==> src/rtl/p_reduce_seq.sv <==
// Serial bitwise reducer: folds NB_INS operands taken one per cycle over a
// valid/ready stream and presents the AND/OR/XOR (optionally inverted) result.
module p_reduce_seq #(
  parameter int BUS_WIDTH = 4,
  parameter int NB_INS    = 3,
  localparam int CNT_W    = $clog2(NB_INS + 1)
) (
  input  logic                 clk,
  input  logic                 rst_n,
  input  logic                 clear,
  input  logic [2:0]           op,
  input  logic                 in_valid,
  output logic                 in_ready,
  input  logic [BUS_WIDTH-1:0] in_bus,
  output logic                 out_valid,
  input  logic                 out_ready,
  output logic [BUS_WIDTH-1:0] out_bus,
  output logic                 out_err,
  output logic                 busy
);

  typedef enum logic [1:0] {
    ST_IDLE  = 2'd0,
    ST_ACCUM = 2'd1,
    ST_DONE  = 2'd2
  } state_t;

  state_t               r_state;
  state_t               w_state_next;
  logic [BUS_WIDTH-1:0] r_acc;
  logic [BUS_WIDTH-1:0] w_acc_next;
  logic [CNT_W-1:0]     r_cnt;
  logic [CNT_W-1:0]     w_cnt_next;
  logic [CNT_W-1:0]     w_cnt_inc;
  logic [2:0]           r_op;
  logic [2:0]           w_op_next;
  logic                 w_accept;
  logic [BUS_WIDTH-1:0] w_combined;
  logic [BUS_WIDTH-1:0] w_result;

  // in_ready is gated by rst_n so it reads low for the whole reset pulse.
  assign in_ready  = rst_n & (r_state != ST_DONE);
  assign w_accept  = in_valid & in_ready & ~clear;
  assign w_cnt_inc = r_cnt + CNT_W'(1);

  always_comb begin
    w_combined = r_acc & in_bus;
    case (r_op)
      3'b000, 3'b011: w_combined = r_acc & in_bus;
      3'b001, 3'b100: w_combined = r_acc | in_bus;
      3'b010, 3'b101: w_combined = r_acc ^ in_bus;
      default:        w_combined = r_acc & in_bus;
    endcase
  end

  always_comb begin
    w_result = '0;
    case (r_op)
      3'b000, 3'b001, 3'b010: w_result = r_acc;
      3'b011, 3'b100, 3'b101: w_result = ~r_acc;
      default:                w_result = '0;
    endcase
  end

  always_comb begin
    w_state_next = r_state;
    w_acc_next   = r_acc;
    w_cnt_next   = r_cnt;
    w_op_next    = r_op;
    if (clear) begin
      w_state_next = ST_IDLE;
      w_acc_next   = '0;
      w_cnt_next   = '0;
    end else begin
      case (r_state)
        ST_IDLE: begin
          if (w_accept) begin
            w_op_next    = op;
            w_acc_next   = in_bus;
            w_cnt_next   = CNT_W'(1);
            w_state_next = ST_ACCUM;
          end
        end
        ST_ACCUM: begin
          if (w_accept) begin
            w_acc_next = w_combined;
            w_cnt_next = w_cnt_inc;
            if (w_cnt_inc == CNT_W'(NB_INS)) begin
              w_state_next = ST_DONE;
            end
          end
        end
        ST_DONE: begin
          if (out_ready) begin
            w_state_next = ST_IDLE;
            w_cnt_next   = '0;
          end
        end
        default: w_state_next = ST_IDLE;
      endcase
    end
  end

  always_ff @(posedge clk or negedge rst_n) begin
    if (!rst_n) begin
      r_state <= ST_IDLE;
      r_acc   <= '0;
      r_cnt   <= '0;
      r_op    <= '0;
    end else begin
      r_state <= w_state_next;
      r_acc   <= w_acc_next;
      r_cnt   <= w_cnt_next;
      r_op    <= w_op_next;
    end
  end

  assign out_valid = (r_state == ST_DONE);
  assign out_bus   = out_valid ? w_result : '0;
  assign out_err   = out_valid & (r_op[2:1] == 2'b11);
  assign busy      = (r_state != ST_IDLE);

endmodule

==> config.mk <==
export PLATFORM = sky130hd
export DESIGN_NAME = p_reduce_seq
export DESIGN_NICKNAME = d
export VERILOG_FILES = /design/src/rtl/p_reduce_seq.sv
export SDC_FILE = /design/constraint.sdc
export NUM_CORES = 1
export LEC_CHECK = 0
export CAP_MARGIN = 0
export CORE_MARGIN = 2
export CORE_UTILIZATION = 40
export DETAILED_ROUTE_END_ITERATION = 12
export PLACE_DENSITY = 0.6
export SLEW_MARGIN = 20
export SYNTH_ARGS = -nofsm -noshare
export SYNTH_HDL_FRONTEND = slang
export SYNTH_SLANG_ARGS = --single-unit
==> constraint.sdc <==
create_clock -name clk -period 2.04 [get_ports clk]
set_clock_uncertainty 0.05 [all_clocks]
set_input_delay 0.51 -clock clk [delete_from_list [all_inputs] [get_ports clk]]
set_output_delay 0.51 -clock clk [all_outputs]
set_load 0.02 [all_outputs]
==> results of run 1 <==
-- synthesized netlist by cell type (2+ instances only) --
cell	count
inv_1	15
clkbuf_1	2
o2111ai_1	2
xnor2_1	5
nor2b_1	7
mux2i_1	5
nor3_1	2
and2_1	4
nand2_1	7
mux2_2	3
buf_2	4
nor2_1	10
nand2b_1	7
o22ai_1	4
and3b_1	2
ha_1	13
dfrtp_1	11
o21ai_0	5
a21oi_1	3
nand3b_1	3
a311o_1	2
-- critical path, delay by kind of cell, from the launching register on --
kind            cells  cell delay, ps
mux                 1             270
simple gates        1             160
compound gates      1             140
buf+inv             2             240
flops               1             430
-- cell families after synthesis --
group / count (synthesis) / share of synthesized area, %
and+or+nand+nor: 49 / 23.2
AOI/OAI and AO/OA: 32 / 21.1
buffers and inverters: 22 / 7.88
adders and majority gates: 13 / 13.5
DFF: 11 / 22.8
muxes: 9 / 7.88
xor gates and xnor gates: 5 / 3.63
-- registers in the layout, summed over array words and instances, names as in the netlist --
register  count
r_cnt         2
r_state       2
r_acc         4
r_op          3
-- repair_timing --
action | 4_1_cts | 5_1_grt
resized for setup | 34 | 16
cloned | 0 | 0
pin swaps | 5 | 5
setup endpoints to repair | 10 | 9
endpoints found under the hold margin | 0 | 0
-- layout make-up --
cell class              instances  area, sq um
clock buffers                   4         26.3
fillers                       268         1050
multi-input cells             108          890
repair buffers                 57          463
flip-flops and latches         11          277
well taps                      31         38.8
inverters                      15         56.3
-- power by group through the flow --
| stage | combinational [mW] | sequential [mW] | clock (mW) |
|---|---|---|---|
| final | 1.34 | 0.371 | 0.162 |
| after floorplan | 0.771 | 0.343 | 0 |
| after global routing | 1.49 | 0.386 | 0.175 |
| after global placement | 1.25 | 0.361 | 0 |
| after CTS | 1.28 | 0.362 | 0.161 |
| after detailed placement | 1.27 | 0.361 | 0 |
-- final timing paths --
path	start	endpoint	slack [ps]	depth (start not counted)
worst min-delay path	r_cnt[1]	r_cnt[1]	490	2
worst max register to register	r_state[0]	r_state[0]	150	7
worst max-delay path	r_op[0]	out_bus[3]	-40	5
worst min register to register	r_cnt[1]	r_cnt[1]	490	2
max in group asynchronous	rst_n	r_op[2]	1150	3
min in group asynchronous	rst_n	r_cnt[0]	510	2
-- layer usage --
| layer | up-vias | share of wire (%) | track usage, % | wire length [microns] |
|---|---|---|---|---|
| met5 | - | 0 | 0 | 0 |
| met4 | 0 | 0.76 | 4.22 | 25 |
| met3 | 3 | 3.6 | 2.86 | 117 |
| met2 | 20 | 48 | 35.2 | 1570 |
| met1 | 599 | 48 | 31.2 | 1580 |
| li1 | 615 | - | - | - |
-- per-stage QoR --
stage / TNS (ps) / hold WS, ps / power [mW] / utilization, % / instance area [sq um]
finish: -69.7 / 493 / 1.88 / 62.4 / 1750
global route: -334 / 512 / 2.05 / 62.4 / 1750
CTS: -71.5 / 496 / 1.80 / 61.3 / 1720
detailed placement: -2400 / 477 / 1.63 / 60.0 / 1680
global placement: -2010 / 461 / 1.61 / 60.0 / 1680
floorplan: 0 / 164 / 1.11 / - / 1210
==> metrics.csv, run 1 <==
metric;value;unit
finalMaxSlewViolations;0;
detail-route-antenna-nets;0;
slowest_stage;dfrtp_1;
drv_cap;0;
ys_async_sr_fraction;100;%
min_period_over_period;102;%
die_area;3470;sq um
violations;DRC, setup timing;
ys_top_cells_by_area;dfrtp_1, ha_1, inv_1, mux2i_1, nand2b_1;
drive_above_1_share;33.8;%
fin_crit;2080;ps
core;2810;sq um
instances_no_fill;226;
port-buffer-count;19;
ys_ff_latch;11;
end_kind;primary output;
grt_pass1_vias;1263;
totalWireLength;3.30;mm
layout_common_cells;buf_4, inv_1, ha_1;
start_util;43.0;%
synth.largest_area_cell;dfrtp_1;
grt_max_degree;12;
yosysSeqAreaShare;22.8;%
p_switching;0.813;mW
p_leak;0.822;nW
netlist_instances;141;
die_h;58.9;microns
clock.fmax;0.480;GHz
gp_congestion;0.874;
status;finished with violations;
p_int;1.06;mW
dpl.cell_count;222;
antenna_cells;0;
cts_hold_buffers;0;
setup_violations;2;
p_seq_share;19.7;%
critical_path_class;flip-flop to primary output;
numClockSinks;11;
syn_area;1210;sq um
crit_top_cell;buf_6;
numCtsBuffers;3;
dp_slack;-339;ps
worst_pin_slew;403;ps
hold_viol_final;0;
worst_slack;-43.0;ps
ys_types;46;
synth-edff-count;0;
first_iter_violations;43;
rsz0062_at_grt;true;
postCtsSetupBuffers;0;
wl_per_cell;14.6;microns
dp_hpwl;2.68;mm
routed_via_density;5.47;
clk_latency;280;ps
path_clk_slew;80;ps
syn2layout_area_growth;45.0;%
syn_area_per_cell;8.56;sq um
vias;1237;
pwr_density_cell;1070;nW/um^2
synth_nets;166;
grt.overflow.total;0;
cts_buffer_depth;2;
synth_top_area_share;22.8;%
dieWidth;58.9;microns
dr.pass1.iters;8;
required;1480;ps
crit_chain;buf_6, mux2_2, o22ai_2, and2_4, buf_6;
power_frac_clock;8.6;%
power_frac_comb;71.6;%
switching_share;43.3;%
synth_flop_cell;dfrtp_1;
clockRootBuffer;clkbuf_4;
final_nets;221;
final_common_cell;buf_4;
hold_class;flip-flop to flip-flop;
antenna_found_initial;0;
critPathLaunchType;flip-flop;
slowest_delay;430;ps
num_io_pins;20;
htree_levels;1;
ys_warn_count;0;
grt_use_total;21.8;%
cts_tree;built;
timing.slew.headroom;72.4;%
grt_pass1_wl;5.76;mm
arrival;1520;ps
drc_errors;1;
peakVddDrop;0.000610;V
row_count;19;
crit_fanout;4;
No activity file was read; power rests on OpenSTA's default activity.
==> run 2: changes to the inputs <==
- CORE_MARGIN: 2 -> default
- CORE_UTILIZATION: 40 -> 53
- GPL_TIMING_DRIVEN: default -> 0
- PLACE_DENSITY: 0.6 -> 0.76
==> run 2 against run 1 <==
Net effect: highest routed layer unchanged; critical path depth grew 1; the run ends with setup timing left; clock power is essentially flat; first-iteration DRC count shrank 60%.
==> metrics.csv, run 2 (same netlist as run 1, synthesis figures left out) <==
metric;value;unit
status;finished with violations;
violations;setup timing;
timing.slew.headroom;66.1;%
rrSetupSlack;150;ps
drc_errors;0;
critPathLaunchType;flip-flop;
p_seq_share;21.8;%
worst_slack;-91.4;ps
setup_violations;3;
whs;63.7;ps
end_kind;primary output;
cts_hold_buffers;0;
num_io_pins;20;
grt_use_total;27.0;%
syn2layout_area_growth;33.0;%
start_util;59.1;%
row_count;16;
drv_cap;0;
timing.rr.start;r_state[1];
grt_max_degree;16;
die_h;49.7;microns
htree_levels;1;
numClockSinks;11;
final_common_cell;inv_1;
r2r-end;r_acc[0];
dieWidth;49.7;microns
largest_register;r_acc;
cts_buffer_depth;2;
min_period_over_period;104;%
crit_fanout;7;
peakVddDrop;0.000744;V
worst_pin_slew;508;ps
fin_crit;2130;ps
dpl.cell_count;187;
hold_viol_final;0;
layout_common_cells;inv_1, buf_4, ha_1;
pwr_density_cell;1120;nW/um^2
cpLargestDelayFamily;flip-flops;
slowest_stage;dfrtp_2;
arrival;1570;ps
hold_class;input pin to async pin;
port-buffer-count;19;
antenna_cells;0;
grt_pass1_wl;5.13;mm
detail-route-antenna-nets;0;
p_switching;0.823;mW
p_leak;0.728;nW
dp_slack;-850;ps
gp_congestion;0.887;
vias;1166;
routed_via_density;5.80;
largest_reg_flops;4;
first_iter_violations;17;
p_int;0.979;mW
crit_chain;nand2_8, buf_4, xnor2_2, o22ai_2, and2_4, buf_6;
critical_path_class;flip-flop to primary output;
clock.fmax;0.469;GHz
antenna_found_initial;0;
path_clk_slew;70;ps
instances_no_fill;201;
drive_above_1_share;25.9;%
final_util;78.6;%
grt_pass1_vias;1121;
die_area;2470;sq um
clockRootBuffer;clkbuf_4;
crit_buf_inv;2;
power_frac_clock;8.8;%
reg_top3;r_acc (4), r_op (3);
clk_latency;280;ps
wl_per_cell;15.7;microns
final_nets;200;
cts_tree;built;
fillers;147;
dr.pass1.iters;4;
switching_share;45.7;%
totalWireLength;3.15;mm
numCtsBuffers;3;
finalMaxSlewViolations;0;
dp_hpwl;2.16;mm
reg2reg_depth;6;
power_frac_comb;69.3;%
rsz0062_at_grt;true;
cp-startpoint;r_op[0];
required;1480;ps
slowest_delay;500;ps
grt.overflow.total;0;
core;2040;sq um
-- run 2: through the flow --
stage / area [sq um] / TNS (ps) / power, mW
final: 1610 / -253 / 1.80
after global routing: 1610 / -442 / 1.93
after CTS: 1510 / -158 / 1.66
after detailed placement: 1430 / -8390 / 1.38
after global placement: 1430 / -7550 / 1.35
after floorplan: 1210 / 0 / 1.11
-- run 2: worst max path at each step --
stage | to | cells past startpoint | slack [ps]
after CTS | out_bus[3] | 6 | -80
after floorplan | r_state[0] | 6 | 60
after detailed placement | r_state[0] | 5 | -850
after global placement | r_state[0] | 5 | -770
final | out_bus[2] | 6 | -90
after global routing | out_bus[2] | 6 | -160
-- run 2: metal layers --
metal / wire [microns] / up-vias / track usage, %
li1: - / 574 / -
met1: 1510 / 568 / 34.3
met2: 1520 / 17 / 47.1
met3: 72 / 7 / 4.01
met4: 48 / 0 / 7.62
met5: 0 / - / 0
-- run 2: final cells by class --
type | instances | area, sq um | share of cell area [%]
buffer | 6 | 47.5 | 2.96
tap | 27 | 33.8 | 2.10
timing repair buffer | 30 | 255 | 15.9
multi-input combinational | 108 | 907 | 56.5
clock buffer | 4 | 26.3 | 1.64
sequential | 11 | 279 | 17.4
inverter | 15 | 56.3 | 3.51
-- run 2: what timing repair did --
action,in CTS,in global routing
gates resized for setup,47,16
pin swaps,1,5
buffers inserted,5,6
setup endpoints to repair,18,8
-- run 2: power groups by stage --
stage          logic (mW)  clock network, mW  registers, mW
2_1_floorplan       0.771                  0          0.343
3_5_place_dp         1.01                  0          0.368
3_3_place_gp        0.981                  0          0.365
6_report             1.25              0.159          0.394
4_1_cts              1.14              0.164          0.354
5_1_grt              1.36              0.171          0.399
